--- config.mk ---
export PLATFORM = sky130hd
export DESIGN_NAME = pipe_stage_reg
export DESIGN_NICKNAME = d
export VERILOG_FILES = /design/src/rtl/pipe_stage_reg.sv
export SDC_FILE = /design/constraint.sdc
export NUM_CORES = 1
export LEC_CHECK = 0
export CAP_MARGIN = 30
export CORE_ASPECT_RATIO = 0.8
export CORE_MARGIN = 2
export CORE_UTILIZATION = 53
export CTS_CLUSTER_DIAMETER = 200
export DETAILED_ROUTE_END_ITERATION = 7
export PLACE_DENSITY = 0.83
export SLEW_MARGIN = 5
export SYNTH_ARGS = -nofsm -noshare
export SYNTH_HDL_FRONTEND = slang
export SYNTH_SLANG_ARGS = --single-unit
--- constraint.sdc ---
create_clock -name clk -period 3.9 [get_ports clk]
set_input_delay 0.585 -clock clk [delete_from_list [all_inputs] [get_ports clk]]
set_output_delay 0.585 -clock clk [all_outputs]
set_load 0.02 [all_outputs]
--- src/rtl/pipe_stage_reg.sv ---
// Inter-stage pipeline register with valid/ready handshake, flush-to-bubble,
// optional 2-entry skid buffer and a saturating starved-cycle counter.
module pipe_stage_reg #(
    parameter int          WIDTH     = 32,
    parameter int          SKID      = 1,
    parameter logic [31:0] NOP_VALUE = 32'h0000_0013,
    parameter int          CNT_W     = 16
) (
    input  logic             clk,
    input  logic             reset,
    input  logic             flush,
    input  logic             in_valid,
    output logic             in_ready,
    input  logic [WIDTH-1:0] in_data,
    output logic             out_valid,
    input  logic             out_ready,
    output logic [WIDTH-1:0] out_data,
    output logic [CNT_W-1:0] bubble_cnt
);

    localparam logic [WIDTH-1:0] NOP_W = WIDTH'(NOP_VALUE);

    logic             main_valid_r;
    logic [WIDTH-1:0] main_r;
    logic             skid_valid_r;
    logic [WIDTH-1:0] skid_r;
    logic [CNT_W-1:0] cnt_r;
    logic             accept_s;
    logic             emit_s;

    generate
        if (SKID != 0) begin : g_skid_ready
            assign in_ready = ~skid_valid_r;
        end else begin : g_comb_ready
            assign in_ready = ~main_valid_r | out_ready;
        end
    endgenerate

    assign accept_s   = in_valid & in_ready;
    assign emit_s     = main_valid_r & out_ready;
    assign out_valid  = main_valid_r;
    // main_r is forced to the NOP pattern whenever empty, so out_data is a plain flop.
    assign out_data   = main_r;
    assign bubble_cnt = cnt_r;

    // Main/skid entry update: refill main from skid first, then from the input.
    always_ff @(posedge clk or negedge reset) begin
        if (!reset) begin
            main_valid_r <= 1'b0;
            main_r       <= NOP_W;
            skid_valid_r <= 1'b0;
            skid_r       <= {WIDTH{1'b0}};
        end else if (flush) begin
            main_valid_r <= 1'b0;
            main_r       <= NOP_W;
            skid_valid_r <= 1'b0;
        end else if (emit_s || !main_valid_r) begin
            if (skid_valid_r) begin
                main_r       <= skid_r;
                main_valid_r <= 1'b1;
                skid_valid_r <= 1'b0;
            end else if (accept_s) begin
                main_r       <= in_data;
                main_valid_r <= 1'b1;
            end else begin
                main_r       <= NOP_W;
                main_valid_r <= 1'b0;
            end
        end else if (accept_s && (SKID != 0)) begin
            skid_r       <= in_data;
            skid_valid_r <= 1'b1;
        end
    end

    // Starved-cycle counter: empty while downstream is ready, saturating, reset-only clear.
    always_ff @(posedge clk or negedge reset) begin
        if (!reset) begin
            cnt_r <= {CNT_W{1'b0}};
        end else if (!flush && !main_valid_r && out_ready && (cnt_r != {CNT_W{1'b1}})) begin
            cnt_r <= cnt_r + {{(CNT_W-1){1'b0}}, 1'b1};
        end
    end

endmodule

; Yosys cells after proc, flatten, opt, wreduce, memory -nomap -nowiden
; Cells that the tools add are included.
[classes]
n_addsub = 1
n_eq_ne = 1
n_mux = 11
bitwise = 5
n_reduce_logical = 9
[ops]
columns = operator, n
row1 = $mux 32, 4
row2 = $add 16x1->16 const B, 1
row3 = $ne 16x16->1 const B, 1
row4 = $mux 1, 7
row5 = $logic_and 1x1->1, 3
row6 = $not 1->1, 3
row7 = $reduce_and 3->1, 1
row8 = $reduce_bool 3->1, 1
row9 = $and 1x1->1, 2
row10 = $logic_not 1->1, 2
row11 = $reduce_bool 2->1, 1
row12 = $logic_or 1x1->1, 1
[totals]
reg_bits = 82
input_bits = 37
out_inout_bits = 50
wordCells = 32

; Depth between registers and ports, before layout
[depth]
word_depth = 6
depth_mapped = 5
depth_no_buf = 5

; Worst setup path before layout
; No wires, ideal clock.
[synth_timing]
path_kind = in2reg
start = input port out_ready
end = register skid_r[10]
setup_time_ns = 0.125
t_arrival_ns = 1.691
required_ns = 3.775
path_slack_ns = 2.084
cell_stages = 5
n_path_buf = 2
path_cell_list = nand2b_1 > or3_1 > buf_2 > buf_6 > mux2_4
[synth_between]
elab_chain_len = 4
[synth_rtl]
columns = item, line_no
row1 = "start, declared", 16  ; input logic out_ready,
row2 = $and 1x1->1, 40  ; assign emit_s = main_valid_r & out_ready;
row3 = $logic_or 1x1->1, 57  ; end else if (emit_s || !main_valid_r) begin
row4 = $not 1->1 (no line), --
row5 = $reduce_and 3->1 (no line), --
row6 = "end signal, assigned", 52  ; skid_r <= {WIDTH{1'b0}};
row7 = "end signal, assigned", 70  ; skid_r <= in_data;
row8 = "end, declared", 26  ; logic [WIDTH-1:0] skid_r;
; No other way between the ends.
; A chain may end at the register's enable or synchronous reset.

; Worst setup path in the final report
[layout_timing]
start = input port out_ready
end = register skid_r[24]
; Same word-level chain as after synthesis.

==> flow_summary.toml <==
[run_status]
status = "complete, no violations"

[cells_and_area]
layout-drive-gt1-share = 0.169
nets = 418
insertedDiodeCount = 0
finalNonFillerCells = 469
area.sequential_um2 = 2060
fill_cells = 450
multi_input_area_um2 = 1480
final_area_um2 = 4850
synthToLayoutAreaGrowth_pct = 33.4

[synth]
syn_area_per_cell_um2 = 12.3
yosysTopAreaCell = "dfrtp_1"
syn-cell-area_um2 = 3640
synth_seq_area_share = 0.565
synthCells = 297
ys_ff_latch = 82
synth_area_leaders = "dfrtp_1, mux2_4, a221oi_1, nor3_1, nor2_1"
ys_types = 36
yosys.area.top_type_share = 0.543
syn-num-nets = 335
ys_warn_count = 0

[placement]
numPortBuffers = 86
gp_congestion = 0.831
dp_hpwl_um = 5560
place_area_um2 = 4570
dp_cells = 452

[sta]
hold_slack_ns = 0.140
setup-tns-final_ns = 0
final-setup-viol-count = 0
period_share = 0.561
rsz0062_at_grt = "no"
skew_ns = 0.00581
worstMarginPinSlew_ns = 0.620
slew_viol_final = 0
relSlewSlack = 0.585
max_freq_mhz = 457
hold_violations = 0
period_needed_ns = 2.19

[grt]
track_usage = 0.237
grt_remaining_overflow = 0
grt_pass1_wl_um = 14200
antenna_found_initial = 0
first_global_vias = 2721
grt_start_max_net_pins = 59

[critical_path]
setup.worst_path.end_class = "flop"
r2r_start = "skid_valid_r"
crit_required_ns = 4.13
path_cells = "clkdlybuf4s50_1 > nand2b_1 > or3_2 > buf_12 > mux2_4"
slowest_delay_ns = 0.60
rr_endpoint = "out_data[24]"
cp-startpoint = "out_ready"
r2r_slack_ns = 1.96
critical_path_arrival_ns = 2.42
crit_slowest_cell = "or3_2"
crit_type = "input port to flop"
worstSetupStartpointType = "input port"
ff2ff_path_depth = 5
crit_fanout = 27

[drt]
finalWirelength_um = 8640
wl_per_cell_um = 18.4
antenna_left = 0
drt-vias-per-instance = 5.92
drt-pass1-iter-count = 4
drt_iter0_drc = 226
remaining_drc_errors = 0
vias = 2776

[clock_network]
cts-buffers-inserted = 9
clock-sinks = 82
cts_resized = 0
tritoncts = "built"
cts_root_buffer = "clkbuf_8"
cts_setup_buffers = 0
clock_latency_ns = 0.35
cts_hold_buf = 0
clock_path_buffers = 2
clk_pin_slew_ns = 0.08
htreeDepth = 3

[floorplanning]
ios = 87
die_area_um2 = 7550
die_height_um = 78.1
initial_core_util = 0.559
num_rows = 26
coreArea_um2 = 6510
die_w_um = 96.6

[hold_path]
min_path_type = "input port to asynchronous set/reset pin"

[pwr]
p_total_uw = 2390
power_per_cell_area_nw_per_um2 = 493
power.leakage_uw = 0.00218
ir_drop_mv = 0.289

[flow_run]
maxCapViolCount = 0
worst max path at each step:
stage,endpoint,slack [ns],cells past startpoint
6_report,skid_r[24],1.71,5
2_1_floorplan,skid_r[10],2.08,5
4_1_cts,skid_r[24],1.53,4
5_1_grt,bubble_cnt[10],1.63,6
3_5_place_dp,skid_r[24],1.16,4
3_3_place_gp,skid_r[15],1.22,4
final cells by class:
class | count | share of cell area
Clock buffer | 10 | 0.0263
Timing Repair Buffer | 93 | 0.194
Multi-Input combinational cell | 193 | 0.305
Clock inverter | 6 | 0.0284
Tap cell | 84 | 0.0217
Sequential cell | 82 | 0.424
Inverter | 1 | 0.000773
state kept, by name (all words and copies together), names as in the netlist:
name / cells
out_data: 32
skid_r: 32
bubble_cnt: 16
out_valid: 1
skid_valid_r: 1
critical path, delay by kind of cell:
family                 cells  cell delay (ns)
multiplexers               1             0.32
AND/OR/NAND/NOR            2             0.79
buffers and inverters      2             0.71
placed cells by master (no fill, tap or decap), drive strengths merged, types with 2 or more instances in the layout:
master / instances
clkdlybuf4s50: 85
dfrtp: 79
nor2: 35
mux2: 34
nor3: 32
a221oi: 29
clkbuf: 10
nand3: 8
xnor2: 8
buf: 8
and3: 6
nand4: 4
a21oi: 4
nand2: 4
bufinv: 4
o22ai: 3
a211o: 3
o211ai: 3
xor2: 3
a31oi: 3
dfstp: 3
nor2b: 2
nand2b: 2
inv: 2
metal layers:
metal,vias up,track usage,wire (um)
met1,1378,0.330,3850
li1,1272,-,-
met2,114,0.365,4080
met5,-,0,0
met3,12,0.0712,587
met4,0,0.0620,121
per-stage QoR:
step | setup WS, ns | utilization
6_report | 1.71 | 0.746
2_1_floorplan | 2.08 | -
3_3_place_gp | 1.22 | 0.698
3_5_place_dp | 1.16 | 0.702
5_1_grt | 1.63 | 0.746
4_1_cts | 1.53 | 0.743
cells in the mapped netlist, drive strengths merged:
master and count:
nand2 4, nand4b 1, nand3 8, nor3b 1, buf 8, or3b 1, xnor2 8, and2 1
nand4 4, o22ai 3, and3 6, o21a 1, dfrtp 79, o211ai 3, nand2b 2, a21oi 4
a31oi 3, o21ai 1, nor2 35, or3 1, a211o 3, clkbuf 13, dfstp 3, a221oi 29
nor3 32, nor4 1, inv 1, and4 1, mux2 34, xor2 3, ha 1, nor2b 2
logic make-up (layout without fill, tap and decap cells):
logic type / after synthesis / in the layout / synth area share
AND/OR/NAND/NOR: 100 / 100 / 0.137
flip-flops: 82 / 82 / 0.565
AO/OA/AOI/OAI: 47 / 47 / 0.102
multiplexers: 34 / 34 / 0.136
buffers and inverters: 22 / 110 / 0.0299
XOR/XNOR: 11 / 11 / 0.0265
adder cells (fa/ha/maj): 1 / 1 / 0.00344
power by group:
part / internal, uW / switching (uW) / total (uW)
Combinational: 282 / 210 / 492
Sequential: 986 / 111 / 1100
Clock: 494 / 310 / 804
Note: power is estimated with default switching activity, not from simulation.
==> RTL edit 1 (same flow settings) <==
The parameter `NOP_VALUE` goes from 32'h0000_0013 to 32'h00000009.
--- a/src/rtl/pipe_stage_reg.sv
+++ b/src/rtl/pipe_stage_reg.sv
@@ -3,7 +3,7 @@
 module pipe_stage_reg #(
     parameter int          WIDTH     = 32,
     parameter int          SKID      = 1,
-    parameter logic [31:0] NOP_VALUE = 32'h0000_0013,
+    parameter logic [31:0] NOP_VALUE = 32'h00000009,
     parameter int          CNT_W     = 16
 ) (
     input  logic             clk,
Behaviour: not the same (Yosys sat finds a counterexample within 4 cycles, from zero or initial values and one cycle with reset low).
==> RTL edit 1 against the unedited design <==
Sequential share of layout area increased by 0.57 points; wire length decreased by 1.7%; setup slack got worse by 340 ps; largest cell class unchanged; area after synthesis increased by 0.10%; power decreased by 7.9%; sequential cell count unchanged; final area decreased by 1.4%.
==> RTL edit 1: results (changes against the unedited design) <==
RUN STATUS
------------------------------------------------------------------------------
Status                                                            finished, final reports clean

PWR
------------------------------------------------------------------------------
Total power divided by cell area                                    461 mW/mm²   -6.6%
Cell leakage power                                                     2.15 nW   -1.4%
IR Drop Worst-Case VDD                                                  302 µV   +4.4%

PLACEMENT
------------------------------------------------------------------------------
Placement Cell Area                                                0.00457 mm²   about the same
Pre-CTS setup slack                                                    1080 ps   -81.4 ps

WORST SETUP PATH
------------------------------------------------------------------------------
Slowest-stage cell, CP                                                 dfrtp_1
Biggest fanout along the worst timing path                                  19   -30%
Setup slack of the worst register-to-register path                     1560 ps   -400 ps
Worst R2R Path Depth                                                         4   -1
Endpoint of the worst register-to-register path                     skid_r[31]

GLOBAL ROUTE
------------------------------------------------------------------------------
Via count of the first global-routing pass                                2674   -1.7%
Total global routing track utilization                                   23.5%   -0.15 points
Wire length of the first global-routing pass                          14000 µm   -1.5%

ROUTE
------------------------------------------------------------------------------
Aggregate routed wire length                                           8490 µm   -1.7%
Final routed wire length divided by cell count                         18.1 µm   -1.7%
Detailed Route Iter0 Violations                                            145   -36%
Via density per instance                                                  5.86   -1.0%

YOSYS
------------------------------------------------------------------------------
Sequential cell area fraction in the yosys report                        56.4%   -0.093 points
Synthesized-area fraction occupied by ao, oa, aoi and oai cells          10.1%   -0.18 points
Mapped Nets                                                                337   +0.60%
Xor and xnor fraction of the mapped netlist area                         2.65%   -0.0027 points
Commonest cells in the synthesized netlist                        dfrtp_1 (80), nor2_1 (35), nor3_1 (32)

STA
------------------------------------------------------------------------------
Worst setup skew after layout                                          8.45 ps   +2.64 ps
Pin slew with the least headroom to its limit                           692 ps   +72.4 ps

FINISH
------------------------------------------------------------------------------
Layout cells sized above 1                                               15.8%   -1.0 points

RTL edit 1: worst max-delay path, delay by kind of cell (launching register included):
kind	cells	cell delay, ps
flops	1	780
buf+inv	2	810
RTL edit 1: cell type report:
class                           instances  area, µm²
Multi-Input combinational cell        193       1480
Timing Repair Buffer                   93        943
Clock buffer                            9        124
Inverter                                1       3.75
Sequential cell                        82       2050
Fill cell                             461       1720
Clock inverter                          7       76.3
Tap cell                               84        105
RTL edit 1: worst max-delay path by stage:
stage	to	slack, ps	start	depth (start not counted)
2_1_floorplan	skid_r[10]	2010	out_ready	6
3_3_place_gp	skid_r[31]	1120	flush	3
3_5_place_dp	skid_r[31]	1080	flush	3
4_1_cts	in_ready	1370	skid_valid_r	2
5_1_grt	in_ready	1270	skid_valid_r	2
6_report	in_ready	1370	skid_valid_r	2
RTL edit 1: metal layers:
metal  wire [µm]  GRT usage, %
met5           0             0
met4          80          5.07
met3         572          7.12
met2        3980          35.4
met1        3860          34.0
==> RTL edit 2 (same flow settings) <==
Made on the original files. Make the reset (`reset`) synchronous in 2 clocked blocks.
--- a/src/rtl/pipe_stage_reg.sv
+++ b/src/rtl/pipe_stage_reg.sv
@@ -44,7 +44,7 @@
     assign bubble_cnt = cnt_r;
 
     // Main/skid entry update: refill main from skid first, then from the input.
-    always_ff @(posedge clk or negedge reset) begin
+    always_ff @(posedge clk) begin
         if (!reset) begin
             main_valid_r <= 1'b0;
             main_r       <= NOP_W;
@@ -73,7 +73,7 @@
     end
 
     // Starved-cycle counter: empty while downstream is ready, saturating, reset-only clear.
-    always_ff @(posedge clk or negedge reset) begin
+    always_ff @(posedge clk) begin
         if (!reset) begin
             cnt_r <= {CNT_W{1'b0}};
         end else if (!flush && !main_valid_r && out_ready && (cnt_r != {CNT_W{1'b1}})) begin
Behaviour: differs if reset is asserted again (counterexample within 4 cycles, from zero or initial values and one cycle with reset low); with reset held inactive, the same outputs for 10 cycles.
==> RTL edit 2 against the unedited design <==
Wire length increased by 5.6%; setup slack got worse by 360 ps; core utilization decreased by 1.8 points; sequential cell count unchanged; final area decreased by 4.4%; hold slack improved by 320 ps; area after synthesis decreased by 3.7%; largest cell class is now multi-input combinational cells.
Power is not compared: it rests on default switching activity, and its combinational part moved more than twofold at a synthesized area within 25%.
==> RTL edit 2: results (changes against the unedited design) <==
ROUTE
----------------------------------------------------------------------
Router iterations before antenna repair                              5   +1
Final routed wire length divided by cell count                 15.4 µm   -17%
Via density per instance                                          5.85   -1.1%
Detailed Route Iter0 Violations                                    247   +9.3%

RUN STATUS
----------------------------------------------------------------------
Status                                                    finished, final reports clean

YOSYS
----------------------------------------------------------------------
Mapped Nets                                                        471   +41%
Ys async rst share                                                  0%   -100 points
Sequential cell area fraction in the yosys report                46.8%   -9.7 points
Number of warnings issued by yosys                                   0   unchanged
Commonest cells in the synthesized netlist                dfxtp_1 (82), nand2_1 (74), a21oi_1 (42)
Biggest area contributors in the synthesized netlist      dfxtp_1 (47%), nand2_1 (7.9%), a211oi_1 (6.2%)
Post-synthesis cell type count                                      40   +11%

PLACEMENT
----------------------------------------------------------------------
Gpl congestion                                                   0.781   -6.0%
Detail Placement HPWL                                          6050 µm   +8.8%
Placement Cell Area                                        0.00440 mm²   -3.6%
Number of buffer cells added on primary ports                       86   unchanged

FINISH
----------------------------------------------------------------------
Number of diodes                                                     0   unchanged
Total number of nets in the final design                           543   +30%
Layout cells sized above 1                                       6.08%   -11 points
Filler cells                                                       527   +17%

GLOBAL ROUTE
----------------------------------------------------------------------
Total global routing track utilization                           25.2%   +1.5 points
Pin count of the biggest net entering global routing                38   -36%
Initial antenna violation count                                      0   unchanged
Wire length of the first global-routing pass                  14700 µm   +3.1%
Via count of the first global-routing pass                        3166   +16%

HOLD PATH
----------------------------------------------------------------------
Classification of the worst-slack hold path                    reg2reg

STA
----------------------------------------------------------------------
Worst setup skew after layout                                  13.2 ps   +7.42 ps
Final worst-path setup slack                                   1350 ps   -361 ps
Pin slew with the least headroom to its limit                   772 ps   +152 ps
Worst-case hold slack                                           456 ps   +316 ps

WORST SETUP PATH
----------------------------------------------------------------------
Type of element capturing the critical path                 output pin
CP Data Arrival Time                                           1960 ps   -460 ps
Biggest fanout along the worst timing path                          30   +11%
Setup slack of the worst register-to-register path             2000 ps   +40 ps

CLOCK NETWORK
----------------------------------------------------------------------
Setup repair bufs after CTS                                          0   unchanged
Library cell used as clock root buffer                        clkbuf_8
Post-cts sizing count                                                0   unchanged
Total clock buffers created by CTS                                   9   unchanged
Clock latency on the worst-skew pair                            350 ps   about the same
Number of H-tree levels                                              3   unchanged
Clock transition at the registers of the reported paths          80 ps   about the same

PWR
----------------------------------------------------------------------
IR Drop Worst-Case VDD                                          276 µV
Cell leakage power                                             1.71 nW

[RTL edit 2: changes by cell type in the layout (fill, tap and decap cells not counted), sizes merged, moves of 4 or more]
cell    delta
dfxtp     +82
inv        +7
a211oi    +29
mux2      -34
o31ai      +5
and3      +24
or4        +6
xnor2      -8
a21oi     +38
o21ai      +4
nand2     +71
dfrtp     -79
a221oi    -26
[RTL edit 2: worst paths after layout]
kind / from / end / cells after the start
max: skid_valid_r / in_ready / 2
min: skid_r[31] / skid_r[31] / 2
min reg2reg: skid_r[31] / skid_r[31] / 2
max reg2reg: out_valid / skid_r[16] / 5
[RTL edit 2: layout make-up]
cell class                 count  share of cell area [%]
sequential                    82                    35.4
inverter                       9                   0.728
multi-input combinational    309                    36.7
clock inverter                 5                    1.86
timing repair buffer          94                    19.8
tap                           84                    2.27
clock buffer                  11                    3.26
[RTL edit 2: critical path: stages (launching register included)]
cell             delay [ps]
dfxtp_1                 310
inv_1                   560
clkdlybuf4s50_1         750
[RTL edit 2: power by group through the flow]
| stage | Combinational (W) | Sequential (W) | Clock (W) |
|---|---|---|---|
| final | 0.000168 | 0.000862 | 0.000715 |
| after global placement | 0.000164 | 0.000881 | 0 |
| after global routing | 0.000181 | 0.000864 | 0.000752 |
| after floorplan | 0.0000666 | 0.000896 | 0 |
| after detailed placement | 0.000167 | 0.000882 | 0 |
| after CTS | 0.000168 | 0.000862 | 0.000724 |
[RTL edit 2: kinds of logic (layout without fill, tap and decap cells)]
family	count (synthesis)	in the layout	synth area share, %
AO/OA/AOI/OAI	93	93	17.0
adder cells (fa/ha/maj)	1	1	0.357
buffers and inverters	42	119	4.64
flip-flops	82	82	46.8
multiplexers	3	3	0.857
AND/OR/NAND/NOR	212	212	30.3
[RTL edit 2: metal layers]
layer	vias up	global-route usage (%)	part of all wire (%)
met5	-	0	0
met4	0	7.83	0.90
li1	1680	-	-
met1	1613	32.5	42
met3	13	6.19	7.8
met2	171	41.6	49
[RTL edit 2: stage by stage]
stage	utilization (%)	cells
6_report	72.8	594
5_1_grt	72.8	594
4_1_cts	72.8	594
3_5_place_dp	69.0	578
3_3_place_gp	69.0	578
2_1_floorplan	-	433
